File: src/rtl/rr_otf_converter_pkg.sv
// rtl/rr_otf_converter_pkg.sv - shared FSM encoding and width helpers for the on-the-fly converter
package rr_otf_converter_pkg;

    typedef enum logic [1:0] {
        IDLE = 2'd0,
        CONV = 2'd1,
        DONE = 2'd2
    } otf_state_t;

    function automatic int digit_bits(input int radix);
        return $clog2(radix) + 1;
    endfunction

    function automatic int result_bits(input int radix, input int width);
        return $clog2(radix) * (2 * width + 1) + 1;
    endfunction

endpackage

File: src/rtl/rr_otf_converter_step.sv
// rtl/rr_otf_converter_step.sv - combinational single-digit Q/QM update
module rr_otf_converter_step #(
    parameter int RADIX = 4,
    parameter int B     = 19
) (
    input  logic [$clog2(RADIX):0] digit,
    input  logic [B-1:0]           q,
    input  logic [B-1:0]           qm,
    output logic [B-1:0]           q_next,
    output logic [B-1:0]           qm_next,
    output logic                   bad
);
    localparam int LR = $clog2(RADIX);

    logic          neg;
    logic          pos;
    logic [LR:0]   digit_m1;
    logic [B-1:0]  q_base;
    logic [B-1:0]  qm_base;

    // The low LR bits of d and d-1 already equal (RADIX+d) and (RADIX-1+d) mod RADIX,
    // so only the choice of Q or QM as the prefix depends on the digit sign.
    assign neg      = digit[LR];
    assign pos      = !neg && (digit != '0);
    assign digit_m1 = digit - {{LR{1'b0}}, 1'b1};
    assign q_base   = neg ? qm : q;
    assign qm_base  = pos ? q : qm;
    assign q_next   = {q_base[B-LR-1:0], digit[LR-1:0]};
    assign qm_next  = {qm_base[B-LR-1:0], digit_m1[LR-1:0]};
    assign bad      = (digit == {1'b1, {LR{1'b0}}});

endmodule

File: src/rtl/rr_otf_converter.sv
// rtl/rr_otf_converter.sv - MSD-first signed-digit to two's-complement converter, one digit per clock
module rr_otf_converter
    import rr_otf_converter_pkg::*;
#(
    parameter int  WIDTH = 4,
    parameter int  RADIX = 4,
    localparam int D     = digit_bits(RADIX),
    localparam int NDIG  = 2 * WIDTH + 1,
    localparam int B     = result_bits(RADIX, WIDTH)
) (
    input  logic            clock,
    input  logic            reset_n,
    input  logic [D*NDIG-1:0] p_in,
    input  logic            in_valid,
    output logic            in_ready,
    output logic [B-1:0]    q_out,
    output logic            err,
    output logic            out_valid,
    input  logic            out_ready
);
    localparam int CW = (NDIG > 1) ? $clog2(NDIG) : 1;

    otf_state_t          state;
    logic [CW-1:0]       cnt;
    logic [D*NDIG-1:0]   sr;
    logic [B-1:0]        q_reg;
    logic [B-1:0]        qm_reg;
    logic [B-1:0]        q_next;
    logic [B-1:0]        qm_next;
    logic                bad;

    rr_otf_converter_step #(
        .RADIX (RADIX),
        .B     (B)
    ) u_step (
        .digit   (sr[D*NDIG-1 -: D]),
        .q       (q_reg),
        .qm      (qm_reg),
        .q_next  (q_next),
        .qm_next (qm_next),
        .bad     (bad)
    );

    always_ff @(posedge clock or negedge reset_n) begin
        if (!reset_n) begin
            state     <= IDLE;
            in_ready  <= 1'b1;
            out_valid <= 1'b0;
            q_out     <= '0;
            err       <= 1'b0;
            cnt       <= '0;
            sr        <= '0;
            q_reg     <= '0;
            qm_reg    <= '1;
        end else begin
            case (state)
                IDLE: begin
                    if (in_valid && in_ready) begin
                        sr       <= p_in;
                        q_reg    <= '0;
                        qm_reg   <= '1;
                        err      <= 1'b0;
                        cnt      <= CW'(NDIG - 1);
                        in_ready <= 1'b0;
                        state    <= CONV;
                    end
                end
                CONV: begin
                    q_reg  <= q_next;
                    qm_reg <= qm_next;
                    err    <= err | bad;
                    sr     <= {sr[D*NDIG-D-1:0], {D{1'b0}}};
                    cnt    <= cnt - 1'b1;
                    if (cnt == '0) begin
                        q_out     <= q_next;
                        out_valid <= 1'b1;
                        state     <= DONE;
                    end
                end
                DONE: begin
                    if (out_ready) begin
                        out_valid <= 1'b0;
                        in_ready  <= 1'b1;
                        state     <= IDLE;
                    end
                end
                default: begin
                    out_valid <= 1'b0;
                    in_ready  <= 1'b1;
                    state     <= IDLE;
                end
            endcase
        end
    end

endmodule

File: config.mk
export PLATFORM = sky130hd
export DESIGN_NAME = rr_otf_converter
export DESIGN_NICKNAME = d
export VERILOG_FILES = /design/src/rtl/rr_otf_converter_pkg.sv /design/src/rtl/rr_otf_converter_step.sv /design/src/rtl/rr_otf_converter.sv
export SDC_FILE = /design/constraint.sdc
export NUM_CORES = 1
export LEC_CHECK = 0
export BUFFER_PORTS_ARGS = -buffer_cell sky130_fd_sc_hd__clkbuf_2
export CORE_AREA = 4 4 95 106
export DETAILED_ROUTE_END_ITERATION = 7
export DIE_AREA = 0 0 99 110
export PLACE_DENSITY = 0.74
export RECOVER_POWER = 50
export SLEW_MARGIN = 20
export SYNTH_ARGS = -nofsm -noshare
export SYNTH_HDL_FRONTEND = slang
export SYNTH_SLANG_ARGS = --single-unit
File: constraint.sdc
create_clock -name clock -period 4.8 [get_ports clock]
set_clock_uncertainty 0.05 [all_clocks]
set_input_delay 0.24 -clock clock [delete_from_list [all_inputs] [get_ports clock]]
set_output_delay 0.24 -clock clock [all_outputs]
set_load 0.1 [all_outputs]
# ---- Word-level counts from Yosys, hierarchy flattened
# Cells that the tools add are included.
dict set report op_classes {
  add_sub_neg 2
  reduce_logical 12
  n_mux 21
  bitwise 3
  n_eq_ne 6
}
# operator count
set op_table {}
lappend op_table {{$pmux 17 s2} 2}
lappend op_table {{$pmux 27 s2} 1}
lappend op_table {{$mux 17} 3}
lappend op_table {{$mux 27} 1}
lappend op_table {{$mux 15} 1}
lappend op_table {{$reduce_and 3->1} 3}
lappend op_table {{$pmux 4 s2} 1}
lappend op_table {{$mux 2} 3}
lappend op_table {{$ne 2x2->1 const B} 3}
lappend op_table {{$pmux 1 s3} 2}
lappend op_table {{$pmux 2 s3} 1}
lappend op_table {{$logic_not 4->1} 1}
lappend op_table {{$mux 1} 4}
lappend op_table {{$mux 4} 1}
lappend op_table {{$reduce_and 2->1} 2}
lappend op_table {{$sub 4x1->4 const B} 1}
lappend op_table {{$eq 3x3->1 const B} 1}
lappend op_table {{$reduce_bool 3->1} 1}
lappend op_table {{$eq 2x1->1 const B} 1}
lappend op_table {{$eq 2x2->1 const B} 1}
lappend op_table {{$logic_and 1x1->1} 2}
lappend op_table {{$logic_not 2->1} 1}
lappend op_table {{$not 1->1} 2}
lappend op_table {{$pmux 1 s2} 1}
lappend op_table {{4 further kinds} 4}
dict set report totals {
  register_bits 89
  out_inout_bits 22
}

# ---- Longest topological paths before layout
# Gate-level depths: netlist of run 1.
dict set report depth {
  depth_word 4
  ltp_mapped 6
  ltp_nobuf 5
}

# ---- Modules after synthesis
# Synthesis of run 1 repeated with hierarchy kept, for this count alone.
dict set report unflattened {
  cells_unflattened 327
  hier_area_um2 4251.6
}
# mod area_per_inst_um2 seq_area_each_um2 instances cells_per_inst
set by_module_without_submodules {}
lappend by_module_without_submodules {rr_otf_converter 3727.3 2352.3 1 282}
lappend by_module_without_submodules {rr_otf_converter_step 524.3 0.0 1 45}

# ---- Worst setup path after synthesis of run 1
# OpenSTA, ideal clock, no wires.
dict set report synth_path {
  path_type {register to register}
  startpoint {register in_ready}
  endpoint {register sr[1]}
  setup_slack_ns 2.835
  setup_ns 0.121
  required_time_ns 4.629
  t_arrival_ns 1.794
  path_stages_with_launch 6
  n_path_buf 2
  path_cell_list {dfstp_2 > a21oi_2 > or2_1 > buf_4 > buf_6 > a22o_1}
}
dict set report synth_via {
  elab_chain_len 3
}
# element line_no
set synth_rtl {}
lappend synth_rtl {{from (decl)} rr_otf_converter.sv:15} ;# output logic in_ready,
lappend synth_rtl {{from (signal assigned)} rr_otf_converter.sv:47} ;# in_ready <= 1'b1;
lappend synth_rtl {{from (signal assigned)} rr_otf_converter.sv:64} ;# in_ready <= 1'b0;
lappend synth_rtl {{from (signal assigned)} rr_otf_converter.sv:83} ;# in_ready <= 1'b1;
lappend synth_rtl {{$logic_and 1x1->1} rr_otf_converter.sv:58} ;# if (in_valid && in_ready) begin
lappend synth_rtl {{$ne 2x2->1 (no source line)} --}
lappend synth_rtl {{$reduce_and 2->1 (no source line)} --}
lappend synth_rtl {{to (signal assigned)} rr_otf_converter.sv:59} ;# sr <= p_in;
lappend synth_rtl {{to (signal assigned)} rr_otf_converter.sv:72} ;# sr <= {sr[D*NDIG-D-1:0], {D{1'b0}}};
lappend synth_rtl {{to (decl)} rr_otf_converter.sv:25} ;# logic [D*NDIG-1:0] sr;
# No other way between the ends.
# A chain may end at the register's enable or synchronous reset.

# ---- Worst setup path in the final report of run 1
dict set report layout_path {
  startpoint {register state[1]}
  endpoint {register sr[4]}
}
dict set report layout_via {
  elab_chain_len 3
}
# element line_no
set layout_rtl {}
lappend layout_rtl {{from (decl)} rr_otf_converter.sv:23} ;# otf_state_t state;
lappend layout_rtl {{from (signal assigned)} rr_otf_converter.sv:46} ;# state <= IDLE;
lappend layout_rtl {{from (signal assigned)} rr_otf_converter.sv:65} ;# state <= CONV;
lappend layout_rtl {{from (signal assigned)} rr_otf_converter.sv:77} ;# state <= DONE;
lappend layout_rtl {{$eq 2x1->1 or $logic_not 2->1 (tied branches)} rr_otf_converter.sv:56} ;# case (state)
lappend layout_rtl {{$reduce_bool 2->1 (no source line) or $ne 2x2->1 (tied branches)} --}
lappend layout_rtl {{$reduce_and 2->1 (no source line)} --}
# Parallel ways exist; a longest one is shown, timed or not.

==> impl_metrics.json, run 1 <==
{
  "r2r_end": "sr[4]$_DFFE_PN0P_",
  "clock-sinks": 89,
  "clk-insertion-delay-late_ns": 0.35,
  "vias": 2789,
  "viasPerCell": 5.70,
  "synthFlopType": "dfrtp_1",
  "die_y_um": 110,
  "ant_nets": 0,
  "firstDrtPassIters": 4,
  "track_usage": 0.157,
  "drive_gt1_frac": 0.237,
  "hold_path_startpoint": "p_in[0]",
  "post-route-period-util": 0.493,
  "worstMarginPinSlew_ns": 2.15,
  "synth_edf_count": 0,
  "synthAdderAreaFrac": 0.00629,
  "synth_top_family_by_area": "compound AO/OA/AOI/OAI gates",
  "crit_chain": "nor2b_4 > buf_4 > mux2i_1 > o21ai_0",
  "drtIter0Drc": 141,
  "ff2ff_setup_slack_ns": 2.43,
  "drcViolationCount": 0,
  "gp_congestion": 0.761,
  "cts-root-buf": "clkbuf_8",
  "cts_tree": "built",
  "synth_compound_gate_area_share": 0.205,
  "yosys_warnings": 0,
  "holdPathEnd": "sr[0]$_DFFE_PN0P_",
  "hpwlAfterDp_um": 5150,
  "grt-ovfl-total": 0,
  "holdPathStages": 2,
  "synthDistinctLibCells": 35,
  "grt_pass1_vias": 2893,
  "cp_max_fo": 34,
  "wl_um": 8130,
  "synth_fp_nets": 362,
  "critical_path_arrival_ns": 2.53,
  "htreeDepth": 3,
  "row_count": 36,
  "slew_headroom": -0.433,
  "synth_mux_area_frac": 0.150,
  "regMostFlops": "sr",
  "synth_xor_area_frac": 0,
  "grt_start_max_net_pins": 90,
  "fin_setup_tns_ns": 0,
  "antenna_found_initial": 0,
  "start_kind": "register",
  "hold_class": "input port to register",
  "cts_made_buffers": 9,
  "path_clk_slew_ns": 0.09,
  "die_area_mm2": 0.0109,
  "timing_worst_setup_path_type": "register to register",
  "nNetsFinal": 403,
  "r2r_cells": 4,
  "slew_viol_final": 90,
  "syn_inst": 329,
  "n_antenna_cell": 0,
  "synth_area_mm2": 0.00398,
  "port_buffers": 52,
  "reg2reg_from": "state[1]$_DFFE_PN0P_",
  "rsz0062_at_grt": "false",
  "fp.coreArea_mm2": 0.00887,
  "outcome": "complete, but fails checks",
  "synth_area_per_cell_um2": 12.1,
  "die_x_um": 99,
  "ys_ff_latch": 89,
  "setup_viol": 0,
  "hold_viol_final": 0,
  "cp.required_ns": 4.96,
  "synthSimpleGateAreaFrac": 0.0283,
  "fin_crit_ns": 2.37,
  "violations": "capacitance limit, slew limit",
  "clockBufferDepth": 2,
  "grt_first_pass_wirelength_um": 13900,
  "worst_setup_path_end_kind": "register",
  "fin_hold_ws_ns": 0.0471,
  "critPathMaxStageDelay_ns": 0.75,
  "wl_per_cell_um": 16.6,
  "cp_slowest_cell": "dfrtp_1",
  "largest_registers": "sr (27), q_out (19)",
  "synth-async-reset-ratio": 1.00,
  "maxClockFrequency_mhz": 423,
  "drv_cap": 1,
  "pin_count": 53,
  "ys_seq_area_frac": 0.566,
  "syn_to_final_growth_pct": 11.8,
  "start_util": 0.448,
  "largest_reg_flops": 27
}
==> layout make-up <==
| type | count | area [um^2] |
|---|---|---|
| fillers | 835 | 4430 |
| flip-flops and latches | 89 | 2250 |
| inverters | 5 | 18.8 |
| well taps | 114 | 143 |
| clock buffers | 9 | 124 |
| multi-input cells | 207 | 1560 |
| repair buffers | 58 | 294 |
| clock inverters | 7 | 55.1 |
==> cell families after synthesis <==
| group | Yosys count |
|---|---|
| AO/OA/AOI/OAI | 128 |
| adder cells (fa/ha/maj) | 2 |
| AND/OR/NAND/NOR | 18 |
| multiplexers | 59 |
| flip-flops | 89 |
| buffers and inverters | 33 |
==> routing by layer <==
layer	vias to the layer above	GRT usage	part of all wire
met5	-	0	0
met4	0	0.0566	0.018
met3	10	0.0466	0.061
met2	75	0.249	0.46
met1	1387	0.207	0.46
li1	1317	-	-
==> through the flow <==
stage | util | setup WS [ns] | cell area, um^2 | cells
4_1_cts | 0.502 | 2.44 | 4450 | 488
5_1_grt | 0.501 | 1.95 | 4450 | 489
2_1_floorplan | - | 2.84 | 3980 | 329
3_5_place_dp | 0.482 | 2.45 | 4270 | 472
3_3_place_gp | 0.482 | 2.50 | 4270 | 472
6_report | 0.501 | 2.43 | 4450 | 489
==> Yosys cell counts, types with 2 or more instances <==
cell type,instances,area (um^2)
a21oi_1,17,85.1
clkbuf_2,2,10.0
o21ai_0,52,260
o2bb2ai_1,14,123
dfrtp_1,71,1780
clkbuf_1,5,18.8
a22o_1,6,52.6
nand3_1,2,10.0
mux2i_1,55,551
ha_1,2,25.0
mux2_2,4,45.0
a31oi_1,16,100
a2bb2oi_1,17,149
nor2_2,2,12.5
buf_2,12,60.1
buf_4,8,60.1
nand2_1,5,18.8
inv_1,5,18.8
dfstp_2,18,473
==> layout by cell type (no fill, tap or decap), drive strengths merged, types with 2 or more instances in the layout <==
| cell | Yosys | layout |
|---|---|---|
| dfstp | 18 | 18 |
| a21oi | 18 | 18 |
| a22o | 6 | 6 |
| ha | 2 | 2 |
| o2bb2ai | 14 | 14 |
| o21ai | 53 | 53 |
| buf | 21 | 5 |
| clkinvlp | 0 | 5 |
| nand2 | 5 | 5 |
| mux2i | 55 | 55 |
| mux2 | 4 | 4 |
| a31oi | 16 | 16 |
| clkbuf | 7 | 61 |
| nor2 | 3 | 3 |
| inv | 5 | 6 |
| nand3 | 2 | 2 |
| dfrtp | 71 | 71 |
| a2bb2oi | 17 | 17 |
==> worst max-delay path, delay by kind of cell, from the launching register on <==
kind,cells,cell delay [ns]
AOI/OAI and AO/OA,1,0.10
buffers and inverters,1,0.39
DFF,1,0.75
muxes,1,0.20
and+or+nand+nor,1,0.73
==> worst max-delay path by stage <==
stage | end | slack, ns | startpoint | cells after the start
final | sr[4]$_DFFE_PN0P_ | 2.43 | state[1]$_DFFE_PN0P_ | 4
after global routing | sr[7]$_DFFE_PN0P_ | 1.95 | reset_n | 2
after CTS | sr[4]$_DFFE_PN0P_ | 2.44 | state[1]$_DFFE_PN0P_ | 4
after detailed placement | sr[7]$_DFFE_PN0P_ | 2.45 | state[1]$_DFFE_PN0P_ | 4
after global placement | sr[5]$_DFFE_PN0P_ | 2.50 | state[1]$_DFFE_PN0P_ | 4
after floorplan | sr[1]$_DFFE_PN0P_ | 2.84 | in_ready$_DFFE_PN1P_ | 5
==> what timing repair did <==
| action | 4_1_cts | 5_1_grt |
|---|---|---|
| hold buffers | 0 | 1 |
| setup buffers | 0 | 0 |
| endpoints found under the hold margin | 0 | 71 |
| gates resized for setup | 0 | 0 |
Power of run 1 is left out: the tool's default activity adds up to more than one toggle a clock period on the data nets, which glitch-free logic cannot reach.
==> inputs of run 2 (changes only) <==
PLACE_DENSITY = 0.76   (was 0.74)
clock period = 1.9 ns   (was 4.8 ns; I/O delays follow)
==> run 2 against run 1 <==
Compared with the run above:
- the flow now finishes without violations
- critical path type unchanged
- design area up 8.3%
- wire length up 7.5%
- flip-flop and latch count unchanged
- non-clock buffer count up 31
- global-route usage up 1.5 points
- sequential share of layout area down 3.8 points
- die area unchanged
- clock-buffer cell count up 2
- register-to-register slack worse by 2.2 ns
- cell count up 6.3%
- critical path depth unchanged
- largest cell class unchanged
- fmax up 43%
==> impl_metrics.json, run 2 (synthesized netlist as in run 1, its figures left out) <==
{
  "num-fill-cells": 757,
  "dpl_cell_area_mm2": 0.00436,
  "grt_util_met1": 0.223,
  "path_clk_slew_ns": 0.09,
  "worstMarginPinSlew_ns": 0.971,
  "drive_gt1_frac": 0.266,
  "start_util": 0.448,
  "wl_per_cell_um": 16.8,
  "grt_busiest_layer": "met2",
  "drcViolationCount": 0,
  "slew_headroom": 0.353,
  "die_area_mm2": 0.0109,
  "vias": 2932,
  "fin_setup_tns_ns": 0,
  "hold_viol_final": 0,
  "final_area_mm2": 0.00482,
  "ff2ff_setup_slack_ns": 0.24,
  "cp-startpoint": "state[0]$_DFFE_PN0P_",
  "port_buffers": 52,
  "outcome": "complete, no violations",
  "worst_setup_path_end_kind": "register",
  "r2r_cells": 4,
  "cts-root-buf": "clkbuf_8",
  "crit_end": "q_out[14]$_DFFE_PN0P_",
  "start_kind": "register",
  "hpwlAfterDp_um": 5530,
  "timing_worst_setup_path_type": "register to register",
  "fp.coreArea_mm2": 0.00887,
  "cts_made_buffers": 9,
  "maxClockFrequency_mhz": 604,
  "critical_path_arrival_ns": 1.89,
  "n_antenna_cell": 0,
  "clk-insertion-delay-late_ns": 0.36,
  "clock-sinks": 89,
  "rsz0062_at_grt": "false",
  "ant_nets": 0,
  "firstDrtPassIters": 4,
  "nNetsFinal": 434,
  "reg2reg_from": "state[0]$_DFFE_PN0P_",
  "cts_tree": "built",
  "crit_chain": "nor2b_4 > buf_4 > a21oi_1 > a31oi_1",
  "setup_viol": 0,
  "track_usage": 0.173,
  "grt_pass1_vias": 3042,
  "row_count": 36,
  "fin_crit_ns": 1.66,
  "die_y_um": 110,
  "worstSetupPathDepth": 4,
  "worstPathBufferInverterCount": 1,
  "cp.required_ns": 2.14,
  "htreeDepth": 3,
  "critPathMaxStageDelay_ns": 0.52,
  "grt-ovfl-total": 0,
  "post-route-period-util": 0.872,
  "largest_reg_flops": 27,
  "syn_to_final_growth_pct": 21.1,
  "gp_congestion": 0.736,
  "final_cell_mix": "71 x dfrtp_1, 55 x mux2i_1, 52 x o21ai_0, 52 x clkbuf_2, 24 x dlygate4sd3_1",
  "fin_util": 0.543,
  "cp_top_family": "flip-flops",
  "cp_max_fo": 50,
  "regMostFlops": "sr",
  "clockBufferDepth": 2,
  "cp_slowest_cell": "dfrtp_1",
  "drtIter0Drc": 134,
  "die_x_um": 99,
  "grt_start_max_net_pins": 53,
  "largest_registers": "sr (27), q_out (19)",
  "antenna_found_initial": 0,
  "r2r_end": "q_out[14]$_DFFE_PN0P_",
  "mostFrequentLayoutCell": "dfrtp_1",
  "hold_class": "input port to register",
  "met2_usage": 0.285,
  "met3_usage": 0.0573,
  "wl_um": 8740,
  "pin_count": 53,
  "grt_first_pass_wirelength_um": 15000,
  "drv_cap": 0,
  "slew_viol_final": 0,
  "viasPerCell": 5.64
}
[run 2: changes by cell type in the layout (fill, tap and decap cells not counted), sizes merged]
cell,previous run,this run
clkinvlp,5,1
bufinv,0,1
buf,5,13
dlygate4sd3,1,24
clkbuf,61,63
clkinv,1,3
inv,6,5
[run 2: stage by stage]
step,std cells,hold WS [ns],setup slack (ns)
after floorplan,329,-0.251,0.0768
after global placement,480,0.0425,0.326
after detailed placement,480,0.0500,0.258
after CTS,520,0.000315,0.244
after global routing,520,0.0126,0.123
final,520,0.00820,0.243
[run 2: worst min path at each step]
stage / startpoint / to / slack, ns / cells past startpoint
after CTS: p_in[23] / sr[23]$_DFFE_PN0P_ / 0.0003 / 3
after global routing: p_in[18] / sr[18]$_DFFE_PN0P_ / 0.01 / 3
after floorplan: reset_n / cnt[0]$_DFFE_PN0P_ / -0.25 / 0
after global placement: reset_n / q_out[3]$_DFFE_PN0P_ / 0.04 / 1
after detailed placement: reset_n / q_out[3]$_DFFE_PN0P_ / 0.05 / 1
final: p_in[23] / sr[23]$_DFFE_PN0P_ / 0.008 / 3
[run 2: final cells by class]
cell class / count / area, um^2 / share of cell area
inverter: 5 / 18.8 / 0.00390
multi-input combinational: 207 / 1560 / 0.325
clock buffer: 11 / 151 / 0.0314
clock inverter: 5 / 63.8 / 0.0133
sequential: 89 / 2250 / 0.468
timing repair buffer: 89 / 623 / 0.129
tap: 114 / 143 / 0.0296
[run 2: what timing repair did]
action	CTS	global route
hold endpoints to repair	57	0
gates resized for setup	0	0
setup endpoints to repair	0	0
buffers inserted	0	0
hold buffers	24	0
[run 2: worst register-to-register path: stages, from the launching register on]
cell and delay [ns]:
dfrtp_1 0.52, nor2b_4 0.25, buf_4 0.44, a21oi_1 0.15, a31oi_1 0.17
[run 2: layer usage]
metal,share of wire,up-vias
li1,-,1378
met1,0.44,1466
met2,0.49,79
met3,0.056,9
met4,0.011,0
met5,0,-
Power of run 2 is left out for the same reason.
